===== src/rtl/tracked_ram_pkg.sv =====
// Shared defaults for the tracked scratch RAM; used by the lab top and its bench.
package tracked_ram_pkg;

    localparam int DEFAULT_DATA_W = 8;
    localparam int DEFAULT_ADDR_W = 3;

endpackage


===== src/rtl/tracked_ram_sdp_ram.sv =====
// Simple-dual-port storage array with a registered read port; deliberately not reset.
module sdp_ram #(
    parameter int DATA_W = 8,
    parameter int ADDR_W = 3
) (
    input  logic              clk,
    input  logic              wr_en,
    input  logic [ADDR_W-1:0] wr_addr,
    input  logic [DATA_W-1:0] wr_data,
    input  logic              rd_en,
    input  logic [ADDR_W-1:0] rd_addr,
    output logic [DATA_W-1:0] rd_q
);

    logic [DATA_W-1:0] mem [2**ADDR_W];

    // Nonblocking update gives read-before-write on a shared address.
    always_ff @(posedge clk) begin
        if (wr_en) begin
            mem[wr_addr] <= wr_data;
        end
        if (rd_en) begin
            rd_q <= mem[rd_addr];
        end
    end

endmodule


===== src/rtl/tracked_ram.sv =====
// Dual-port scratch RAM with per-slot valid bits, occupancy count and full/empty flags.
module tracked_ram
    import tracked_ram_pkg::*;
#(
    parameter int DATA_W = DEFAULT_DATA_W,
    parameter int ADDR_W = DEFAULT_ADDR_W
) (
    input  logic              clk,
    input  logic              reset,
    input  logic              clr,
    input  logic              wr_en,
    input  logic [ADDR_W-1:0] wr_addr,
    input  logic [DATA_W-1:0] wr_data,
    input  logic              rd_en,
    input  logic              rd_release,
    input  logic [ADDR_W-1:0] rd_addr,
    output logic [DATA_W-1:0] rd_data,
    output logic              rd_valid,
    output logic              rd_miss,
    output logic              wr_overwrite,
    output logic [ADDR_W:0]   count,
    output logic              full,
    output logic              empty
);

    localparam int DEPTH = 2**ADDR_W;

    logic [DEPTH-1:0]  valid;
    logic [DEPTH-1:0]  valid_next;
    logic [ADDR_W:0]   count_next;
    logic [DATA_W-1:0] ram_q;
    logic              show_data;
    logic              wr_act;
    logic              rd_act;
    logic              rd_hit;
    logic              release_hit;
    logic              same_addr;
    logic              inc;
    logic              dec;

    assign wr_act      = wr_en & ~clr;
    assign rd_act      = rd_en & ~clr;
    assign rd_hit      = rd_act & valid[rd_addr];
    assign release_hit = rd_hit & rd_release;
    assign same_addr   = wr_addr == rd_addr;
    assign inc         = wr_act & ~valid[wr_addr];
    assign dec         = release_hit & ~(wr_act & same_addr);

    sdp_ram #(
        .DATA_W (DATA_W),
        .ADDR_W (ADDR_W)
    ) u_ram (
        .clk     (clk),
        .wr_en   (wr_act),
        .wr_addr (wr_addr),
        .wr_data (wr_data),
        .rd_en   (rd_act),
        .rd_addr (rd_addr),
        .rd_q    (ram_q)
    );

    // Write is applied after release so a same-address write leaves the slot valid.
    always_comb begin
        valid_next = valid;
        count_next = count + (ADDR_W+1)'(inc) - (ADDR_W+1)'(dec);
        if (clr) begin
            valid_next = '0;
            count_next = '0;
        end else begin
            if (release_hit) begin
                valid_next[rd_addr] = 1'b0;
            end
            if (wr_act) begin
                valid_next[wr_addr] = 1'b1;
            end
        end
    end

    always_ff @(posedge clk or posedge reset) begin
        if (reset) begin
            valid        <= '0;
            count        <= '0;
            show_data    <= 1'b0;
            rd_valid     <= 1'b0;
            rd_miss      <= 1'b0;
            wr_overwrite <= 1'b0;
        end else begin
            valid        <= valid_next;
            count        <= count_next;
            rd_valid     <= rd_hit;
            rd_miss      <= rd_act & ~valid[rd_addr];
            wr_overwrite <= wr_act & valid[wr_addr] & ~(release_hit & same_addr);
            if (rd_act) begin
                show_data <= valid[rd_addr];
            end
        end
    end

    // The unreset array output is masked to zero until a hit has been captured.
    assign rd_data = show_data ? ram_q : '0;
    assign full    = count == (ADDR_W+1)'(DEPTH);
    assign empty   = count == '0;

endmodule


===== config.mk =====
export PLATFORM = sky130hd
export DESIGN_NAME = tracked_ram
export DESIGN_NICKNAME = d
export VERILOG_FILES = /design/src/rtl/tracked_ram_pkg.sv /design/src/rtl/tracked_ram_sdp_ram.sv /design/src/rtl/tracked_ram.sv
export SDC_FILE = /design/constraint.sdc
export NUM_CORES = 1
export LEC_CHECK = 0
export ABC_AREA = 1
export CORE_UTILIZATION = 35
export DETAILED_ROUTE_END_ITERATION = 8
export SLEW_MARGIN = 0
export SYNTH_ARGS = -nofsm -noshare
export SYNTH_HDL_FRONTEND = slang
export SYNTH_SLANG_ARGS = --single-unit

===== constraint.sdc =====
create_clock -name clk -period 2.1 [get_ports clk]
set_input_delay 0.525 -clock clk [delete_from_list [all_inputs] [get_ports clk]]
set_output_delay 0.525 -clock clk [all_outputs]
set_load 0.1 [all_outputs]

==> results of run 1 <==
[metrics by stage]
stage / worst slack, ns / TNS [ns] / util
final: -0.178 / -0.392 / 0.517
after global routing: -0.254 / -0.684 / 0.517
after CTS: -0.128 / -0.365 / 0.512
after detailed placement: -0.952 / -6.78 / 0.475
after global placement: -0.922 / -6.53 / 0.475
after floorplan: -0.309 / -1.04 / -
[report_power, final]
part           switching (mW)  internal, mW  leakage, nW
clock                   0.644         0.574        0.100
combinational           0.463         0.329         1.24
sequential             0.0354          1.95        0.868
[synthesized netlist by cell type (all sizes together), types with 3 or more instances]
cell type / number
a221oi: 6
buf: 3
edfxtp: 72
a21oi: 14
nand3: 8
inv: 49
ha: 6
dfrtp: 16
o2bb2ai: 4
clkinv: 5
nor2: 29
nand4: 17
nand2: 67
o21ai: 5
a22oi: 7
[state kept, by name, summed over array words and instances (netlist names)]
| signal | cells |
|---|---|
| count | 4 |
| rd_miss | 1 |
| rd_valid | 1 |
| show_data | 1 |
| u_ram.mem | 64 |
| u_ram.rd_q | 8 |
| valid | 8 |
| wr_overwrite | 1 |
[layout by cell type, fill, tap and decap left out, drive strengths merged]
| cell | count |
|---|---|
| edfxtp | 72 |
| fa | 1 |
| bufinv | 1 |
| clkbuf | 9 |
| nand3 | 8 |
| clkdlybuf4s50 | 11 |
| buf | 101 |
| or2 | 1 |
| nand2 | 67 |
| o211ai | 1 |
| clkinv | 5 |
| a21oi | 14 |
| o2bb2ai | 4 |
| nand3b | 2 |
| xnor2 | 2 |
| a31oi | 1 |
| ha | 6 |
| dfrtp | 16 |
| inv | 53 |
| nand4 | 17 |
| and3 | 2 |
| a22oi | 7 |
| a21o | 1 |
| clkinvlp | 2 |
| o21ai | 5 |
| nor2 | 29 |
| o2111a | 1 |
| nor3b | 2 |
| dlymetal6s2s | 2 |
| o2111ai | 1 |
| a221oi | 6 |
[final cells by class]
class / instances / area [um^2]
Sequential cell: 88 / 2570
Clock inverter: 7 / 85.1
Timing Repair Buffer: 114 / 1100
Tap cell: 136 / 170
Clock buffer: 9 / 124
Inverter: 54 / 205
Fill cell: 915 / 5010
Multi-Input combinational cell: 178 / 1110
[metal layers]
layer | share of wire | global-route usage | vias to the layer above
met5 | 0 | 0 | -
met4 | 0.021 | 0.0645 | 0
met3 | 0.065 | 0.0315 | 14
met2 | 0.49 | 0.303 | 106
met1 | 0.42 | 0.228 | 1377
li1 | - | - | 1361
[worst max-delay path: cells and delay by family]
| kind | cells | cell delay, ns |
|---|---|---|
| adders and majority gates | 3 | 0.94 |
| buffers and inverters | 3 | 0.63 |
| and+or+nand+nor | 3 | 0.47 |
[logic make-up (layout without fill, tap and decap cells)]
group,after synthesis,after routing
simple gates,128,128
compound gates,41,41
flops,88,88
fa+ha+maj,7,7
buf+inv,59,184
xor+xnor,2,2
[worst paths after layout]
kind                                            to  slack [ns]  cells past startpoint
setup / recovery                count[1]$_DFF_PP0_       -0.18                      9
min in group clk             show_data$_DFFE_PP0P_        0.53                      5
setup reg to reg                count[1]$_DFF_PP0_       -0.17                     11
hold / removal               show_data$_DFFE_PP0P_        0.44                      2
hold reg to reg            u_ram.rd_q[7]$_DFFE_PP_        0.56                      2
max in group asynchronous       valid[5]$_DFF_PP0_        1.21                      3
[repair_timing]
item                       in CTS  in global routing
hold endpoints to repair        0                  0
resized for setup              47                 22
setup endpoints to repair       8                  5
setup buffers                  14                  4
pin swaps                       8                 17
==> run_results.csv, run 1 <==
group,metric,value,unit
hold_path,hp-class,"primary input to asynchronous set/reset pin",
placement,dp.cells,555,
synthesis,synthMuxAreaShare,0,
cells_and_area,fin_area,0.00536,mm^2
cells_and_area,synthToLayoutAreaGrowth,42.4,%
power_and_ir_drop,cellPowerDensity,745,mW/mm^2
timing,worst_pin_slew,0.374,ns
floorplanning,coreArea,0.0104,mm^2
timing,setup_ws,-0.178,ns
critical_path,slowest_delay,0.56,ns
synthesis,syn_area,0.00376,mm^2
global_route,grt_max_degree,18,
placement,placed_cell_area,0.00493,mm^2
cells_and_area,instances_no_fill,586,
critical_path,cp-end-kind,"flip-flop",
critical_path,required,2.39,ns
timing,slew_viol_final,0,
clock_network,htreeDepth,3,
synthesis,synth.distinct_cells,32,
synthesis,synthAdderAreaFrac,0.0253,
synthesis,ys_top_cells_by_area,"edfxtp_1 57%, dfrtp_1 11%, nand2_1 6.5%",
global_route,antenna_found_initial,0,
timing,rsz0062_at_grt,"true",
floorplanning,die_w,106,um
synthesis,ys_seq_area_frac,0.681,
floorplanning,fp-row-count,37,
global_route,grt_pass1_wl,14700,um
floorplanning,die_y,106,um
clock_network,cts_buffers,9,
clock_network,cts_max_path_buffers,2,
synthesis,synthXorXnorAreaFrac,0.00465,
timing,layout_worst_path_cycle_share,1.08,
synthesis,synthFlopType,"edfxtp_1",
global_route,grt_pass1_vias,2834,
timing,skew,0.00885,ns
clock_network,hold_buffers,0,
critical_path,crit_start,"wr_en",
synthesis,syn_nets,352,
synthesis,synth-edff-count,72,
floorplanning,die-area,0.0112,mm^2
timing,whs,0.436,ns
route,firstDrtPassIters,5,
synthesis,synth_compound_area_frac,0.0735,
timing,hold_viol,0,
power_and_ir_drop,peakVddDrop,409,uV
critical_path,start_kind,"primary input",
timing,fin_crit,2.28,ns
placement,hpwlAfterDp,6440,um
route,ant_nets,0,
route,drc,0,
timing,slew_headroom,0.750,
timing,setup_viol,3,
critical_path,worstSetupPathType,"primary input to flip-flop",
synthesis,synth_area_leader_cell,"edfxtp_1",
synthesis,netlist.area_leader.share,0.574,
critical_path,slowest_stage,"clkdlybuf4s50_1",
clock_network,clk_latency,0.36,ns
timing,fmax,0.439,GHz
critical_path,arrival,2.57,ns
global_route,grt.total_usage,0.178,
clock_network,cts_tree,"yes",
route,routedWlPerCell,16.2,um
cells_and_area,num-nets-final,472,
clock_network,clk_pin_slew,0.09,ns
synthesis,synthArstFlopShare,0.182,
route,routed_via_density,4.88,
global_route,grt_overflow,0,
route,num_vias,2858,
route,drt_iter0_drc,211,
placement,gp_congestion,0.880,
synthesis,ys_seq_elements,88,
critical_path,cp_cell_sequence,"clkdlybuf4s50_1, nand2_1, or2_4, ha_4, inv_2, ha_4, fa_2, inv_2, nor2_2",
floorplanning,io_pins,37,
cells_and_area,n_antenna_cell,0,
clock_network,cts.sinks,88,
floorplanning,start_util,0.363,
synthesis,synth_cells,325,
power_and_ir_drop,p_leak,2.21,nW
cells_and_area,drive_above_1_share,0.353,
placement,numPortBuffers,36,
power_and_ir_drop,total_power,3.99,mW
critical_path,rr_startpoint,"valid[2]$_DFF_PP0_",
flow_run,max_cap_violations,0,
critical_path,worstPathMaxFanout,2,
status,status,"finished with violations",
synthesis,synth_top_family_by_area,"simple AND/OR/NAND/NOR gates",
status,violations,"negative setup slack",
clock_network,root_buffer,"clkbuf_8",
route,wirelength,9480,um
synthesis,avgSynthCellArea,11.6,um^2
synthesis,yosysWarnings,0,
synthesis,yosys.area_share.simple,0.154,
Note: power is estimated with default switching activity, not from simulation.
==> run 2, diff against run 1 <==
--- a/config.mk
+++ b/config.mk
@@ -6,8 +6,11 @@
 export NUM_CORES = 1
 export LEC_CHECK = 0
 export ABC_AREA = 1
+export CELL_PAD_IN_SITES_DETAIL_PLACEMENT = 1
+export CELL_PAD_IN_SITES_GLOBAL_PLACEMENT = 1
 export CORE_UTILIZATION = 35
 export DETAILED_ROUTE_END_ITERATION = 8
+export PLACE_DENSITY_LB_ADDON = 0.1
 export SLEW_MARGIN = 0
 export SYNTH_ARGS = -nofsm -noshare
 export SYNTH_HDL_FRONTEND = slang
==> run 2 against run 1 <==
  * Worst hold slack better by 0.041 ns
  * Largest power group unchanged
  * Count of clock-buffer cells in the layout unchanged
  * Register-to-register slack worse by 0.03 ns
  * The flow still finishes with violations (negative setup slack)
  * Routed wire length up 12%
  * Non-clock buffer count up 2
  * Worst setup slack worse by 0.025 ns
  * Combinational power up 1%
==> run_results.csv, run 2 (synthesis results as in run 1) <==
group,metric,value,unit
status,status,"finished with violations",
route,routed_via_density,4.83,
critical_path,cp-end-kind,"flip-flop",
global_route,grt.total_usage,0.201,
placement,numPortBuffers,36,
route,firstDrtPassIters,4,
clock_network,htreeDepth,3,
clock_network,clk_latency,0.35,ns
cells_and_area,num-nets-final,474,
placement,hpwlAfterDp,7500,um
critical_path,cp_cell_sequence,"nor2_1, nor2_1, o21ai_1, o2111ai_2, or2_4, ha_4, inv_2, ha_4, fa_2, inv_2, nor2_1",
timing,layout_worst_path_cycle_share,1.10,
critical_path,worstPathMaxFanout,3,
critical_path,slowest_stage,"fa_2",
flow_run,max_cap_violations,0,
power_and_ir_drop,p_leak,2.23,nW
floorplanning,die_w,106,um
cells_and_area,top_register,"u_ram.mem",
timing,fin_crit,2.30,ns
power_and_ir_drop,peakVddDrop,435,uV
hold_path,hp-class,"primary input to asynchronous set/reset pin",
route,drt_iter0_drc,95,
cells_and_area,n_antenna_cell,0,
cells_and_area,reg_top3,"u_ram.mem: 64 flops, u_ram.rd_q: 8 flops, valid: 8 flops",
timing,slew_viol_final,0,
critical_path,start_kind,"flip-flop",
timing,skew,0.0111,ns
clock_network,cts.sinks,88,
power_and_ir_drop,cellPowerDensity,758,mW/mm^2
floorplanning,fp-row-count,37,
timing,rsz0062_at_grt,"true",
timing,slew_headroom,0.813,
timing,setup_ws,-0.204,ns
critical_path,arrival,2.59,ns
critical_path,slowest_delay,0.53,ns
clock_network,cts_buffers,9,
cells_and_area,layout_commonest_cell,"edfxtp_1",
cells_and_area,final_cell_mix,"72 x edfxtp_1, 70 x buf_4, 63 x nand2_1",
critical_path,required,2.39,ns
global_route,grt_overflow,0,
route,drc,0,
clock_network,cts_tree,"yes",
cells_and_area,synthToLayoutAreaGrowth,44.1,%
cells_and_area,fill_cells,1100,
clock_network,hold_buffers,0,
route,routedWlPerCell,18.1,um
floorplanning,die_y,106,um
global_route,grt_pass1_wl,16600,um
clock_network,cts_max_path_buffers,2,
placement,gp_congestion,0.887,
global_route,antenna_found_initial,0,
floorplanning,io_pins,37,
placement,pre_cts_ws,-1.01,ns
cells_and_area,drive_above_1_share,0.352,
timing,setup_viol,3,
power_and_ir_drop,total_power,4.11,mW
critical_path,worstSetupPathType,"flip-flop to flip-flop",
route,ant_nets,0,
clock_network,root_buffer,"clkbuf_8",
timing,worst_pin_slew,0.280,ns
route,wirelength,10700,um
route,num_vias,2838,
floorplanning,start_util,0.363,
clock_network,clk_pin_slew,0.10,ns
cells_and_area,largest_reg_flops,64,
global_route,grt_max_degree,17,
timing,hold_viol,0,
timing,fmax,0.434,GHz
status,violations,"negative setup slack",
global_route,grt_pass1_vias,2877,
floorplanning,coreArea,0.0104,mm^2
floorplanning,die-area,0.0112,mm^2
critical_path,crit_top_cell,"nor2_1",
run 2: cell types whose count changed in the layout (fill, tap and decap cells not counted), sizes merged:
cell           delta
inv               -1
bufinv            +1
clkinvlp          -1
dlymetal6s2s      -2
clkinv            +1
dlygate4sd2       +1
buf               +2
clkdlybuf4s50     +1
run 2: final timing paths:
kind	startpoint	end	slack (ns)	cells past startpoint
worst max register to register	valid[6]$_DFF_PP0_	count[1]$_DFF_PP0_	-0.20	11
max in group asynchronous	reset	count[3]$_DFF_PP0_	1.39	3
worst min register to register	u_ram.mem[0][5]$_DFFE_PP_	u_ram.rd_q[5]$_DFFE_PP_	0.55	2
worst min-delay path	reset	count[2]$_DFF_PP0_	0.48	3
min in group clk	u_ram.mem[0][5]$_DFFE_PP_	u_ram.rd_q[5]$_DFFE_PP_	0.55	2
worst max-delay path	valid[6]$_DFF_PP0_	count[1]$_DFF_PP0_	-0.20	11
run 2: routing by layer:
layer	GRT usage	share of wire
met3	0.0315	0.034
met1	0.282	0.47
met5	0	0
met2	0.321	0.49
met4	0.0605	0.0084
run 2: repair_timing:
action                     in CTS  in global routing
pin swaps                      21                  7
hold endpoints to repair        0                  0
gates resized for setup        63                  6
buffers inserted               17                  3
setup endpoints to repair       4                  4
run 2: critical path: cells and delay by family, from the launching register on:
kind | cells | cell delay [ns]
and+or+nand+nor | 4 | 0.50
DFF | 1 | 0.44
adders and majority gates | 3 | 0.95
buffers and inverters | 2 | 0.07
AOI/OAI and AO/OA | 2 | 0.29
run 2: area by class of cell:
class                   count  area [um^2]  area share
clock inverters             7          101      0.0187
flip-flops and latches     88         2570       0.474
multi-input cells         178         1110       0.205
repair buffers            116         1130       0.209
inverters                  54          210      0.0388
well taps                 136          170      0.0314
clock buffers               9          124      0.0228
run 2: metrics by stage:
step | cell area, um^2 | utilization | setup TNS, ns | hold slack [ns] | std cells
after floorplan | 3840 | - | -1.04 | 0.439 | 325
after global placement | 4960 | 0.478 | -11.74 | 0.518 | 556
after detailed placement | 4960 | 0.478 | -11.57 | 0.530 | 556
after CTS | 5430 | 0.523 | -0.336 | 0.477 | 589
after global routing | 5420 | 0.523 | -0.808 | 0.494 | 588
final | 5420 | 0.523 | -0.483 | 0.477 | 588
run 2: power by group:
group,leakage [nW],switching [mW],internal [mW]
sequential,0.868,0.0372,1.95
combinational,1.25,0.470,0.332
clock,0.112,0.639,0.685
total,2.23,1.15,2.96
==> run 3, diff against run 2 <==
--- a/config.mk
+++ b/config.mk
@@ -8,7 +8,7 @@
 export ABC_AREA = 1
 export CELL_PAD_IN_SITES_DETAIL_PLACEMENT = 1
 export CELL_PAD_IN_SITES_GLOBAL_PLACEMENT = 1
-export CORE_UTILIZATION = 35
+export CORE_UTILIZATION = 49
 export DETAILED_ROUTE_END_ITERATION = 8
 export PLACE_DENSITY_LB_ADDON = 0.1
 export SLEW_MARGIN = 0
==> constraint.sdc (replaced) <==
create_clock -name clk -period 2.65 [get_ports clk]
set_input_delay 0.6625 -clock clk [delete_from_list [all_inputs] [get_ports clk]]
set_output_delay 0.6625 -clock clk [all_outputs]
set_load 0.1 [all_outputs]
==> run 3 against run 2 <==
  * The flow now finishes without violations
  * Register-to-register slack improved by 0.52 ns
  * Critical path depth rose by 3
  * Die area fell by 28%
  * First-iteration DRC count rose by 75%
  * Clock power fell by 28%
  * Count of clock-buffer cells in the layout did not move
  * Routed wire length fell by 0.69%
  * Flip-flop and latch count did not move
  * Utilization rose by 13 points
  * Critical endpoint unchanged
  * Largest power group unchanged
  * Highest routed layer unchanged
==> run_results.csv, run 3 (synthesis results as in run 1) <==
group,metric,value,unit
status,status,"completed",
critical_path,cp-end-kind,"flip-flop",
flow_run,max_cap_violations,0,
cells_and_area,reg_top3,"u_ram.mem: 64 flops, u_ram.rd_q: 8 flops, valid: 8 flops",
timing,setup_viol,0,
floorplanning,die-area,0.00804,mm^2
critical_path,reg2reg_setup_slack,0.32,ns
critical_path,start_kind,"primary input",
global_route,grt_max_degree,17,
floorplanning,die_y,89.6,um
global_route,grt_pass1_vias,3155,
cells_and_area,synthToLayoutAreaGrowth,27.1,%
cells_and_area,largest_reg_flops,64,
clock_network,cts.sinks,88,
timing,fin_crit,2.51,ns
timing,setup_ws,0.143,ns
power_and_ir_drop,peakVddDrop,356,uV
clock_network,cts_max_path_buffers,2,
clock_network,cts_tree,"yes",
route,drt_iter0_drc,166,
route,drc,0,
floorplanning,coreArea,0.00733,mm^2
hold_path,hp-class,"flip-flop to flip-flop",
floorplanning,start_util,0.513,
route,routedWlPerCell,20.3,um
power_and_ir_drop,total_power,3.01,mW
cells_and_area,fin_area,0.00478,mm^2
timing,skew,0.0143,ns
power_and_ir_drop,p_leak,2.00,nW
route,num_vias,2879,
timing,fmax,0.399,GHz
cells_and_area,num-nets-final,445,
clock_network,htreeDepth,3,
critical_path,required,2.91,ns
timing,slew_viol_final,0,
route,firstDrtPassIters,4,
cells_and_area,final_cell_mix,"72 x edfxtp_1, 68 x buf_4, 65 x nand2_1",
cells_and_area,layout_commonest_cell,"edfxtp_1",
critical_path,worstSetupPathType,"primary input to flip-flop",
timing,layout_worst_path_cycle_share,0.946,
timing,rsz0062_at_grt,"false",
placement,placed_cell_area,0.00457,mm^2
clock_network,cts_buffers,9,
route,routed_via_density,5.52,
critical_path,arrival,2.77,ns
global_route,grt_pass1_wl,16400,um
global_route,grt_overflow,0,
route,wirelength,10600,um
clock_network,clk_pin_slew,0.10,ns
cells_and_area,drive_above_1_share,0.246,
critical_path,worstPathMaxFanout,4,
cells_and_area,fill_cells,783,
placement,gp_congestion,0.799,
placement,hpwlAfterDp,7420,um
global_route,antenna_found_initial,0,
floorplanning,io_pins,37,
power_and_ir_drop,cellPowerDensity,630,mW/mm^2
floorplanning,fp-row-count,31,
global_route,grt.total_usage,0.295,
clock_network,hold_buffers,0,
timing,slew_headroom,0.570,
cells_and_area,n_antenna_cell,0,
route,ant_nets,0,
cells_and_area,top_register,"u_ram.mem",
placement,pre_cts_ws,-0.670,ns
clock_network,clk_latency,0.36,ns
timing,worst_pin_slew,0.645,ns
floorplanning,die_w,89.6,um
timing,hold_viol,0,
clock_network,root_buffer,"clkbuf_8",
placement,numPortBuffers,36,
==> run 3: changes by cell type in the layout (fill, tap and decap cells not counted), sizes merged <==
| cell | change |
|---|---|
| inv | -1 |
| clkbuf | +4 |
| clkdlybuf4s15 | +2 |
| buf | -35 |
| bufinv | -1 |
| clkinv | +2 |
| clkdlybuf4s50 | +1 |
| dlygate4sd2 | -1 |
==> run 3: cell type report <==
class,instances,area (um^2),share of cell area
Sequential cell,88,2560,0.536
Multi-Input combinational cell,178,1010,0.212
Timing Repair Buffer,87,681,0.142
Inverter,54,203,0.0424
Clock buffer,9,124,0.0259
Tap cell,99,124,0.0259
Clock inverter,7,78.8,0.0165
==> run 3: worst paths after layout <==
path | cells past startpoint | from | end
worst max-delay path | 14 | clr | count[1]$_DFF_PP0_
worst min-delay path | 2 | u_ram.mem[7][3]$_DFFE_PP_ | u_ram.rd_q[3]$_DFFE_PP_
worst max register to register | 16 | valid[5]$_DFF_PP0_ | count[1]$_DFF_PP0_
max in group asynchronous | 2 | reset | valid[1]$_DFF_PP0_
min in group asynchronous | 2 | reset | show_data$_DFFE_PP0P_
worst min register to register | 2 | u_ram.mem[7][3]$_DFFE_PP_ | u_ram.rd_q[3]$_DFFE_PP_
==> run 3: metal layers <==
metal | track usage | wire length, um | share of wire
met5 | 0 | 0 | 0
met4 | 0.146 | 331 | 0.031
met3 | 0.0704 | 736 | 0.070
met2 | 0.508 | 5390 | 0.51
met1 | 0.347 | 4130 | 0.39
==> run 3: report_power, final <==
group          leakage, nW  internal [mW]  switching [mW]
registers            0.875           1.54          0.0233
clock network       0.0994          0.446           0.505
logic                 1.02          0.156           0.344
total                 2.00           2.14           0.872
==> run 3: metrics by stage <==
step | util | cells | hold WS, ns | setup TNS (ns)
global route | 0.653 | 522 | 0.587 | 0
global placement | 0.624 | 505 | 0.525 | -1.63
finish | 0.653 | 522 | 0.565 | 0
floorplan | - | 325 | 0.505 | -0.0529
CTS | 0.652 | 521 | 0.561 | 0
detailed placement | 0.624 | 505 | 0.541 | -2.18
==> run 3: critical path, cell delays in order <==
cell and delay (ns):
clkdlybuf4s50_1 0.46, inv_2 0.12, nand2_1 0.09, inv_2 0.09, nand2_4 0.06, inv_2 0.05, nand2_1 0.05, a31oi_1 0.17
ha_1 0.26, inv_1 0.06, ha_2 0.18, fa_2 0.43, inv_1 0.07, nor2_1 0.04
==> run 3: timing repair <==
action	4_1_cts	5_1_grt
resized for setup	10	16
buffers inserted	0	1
gates cloned	0	0
endpoints found under the setup margin	3	3
pin swaps	2	5
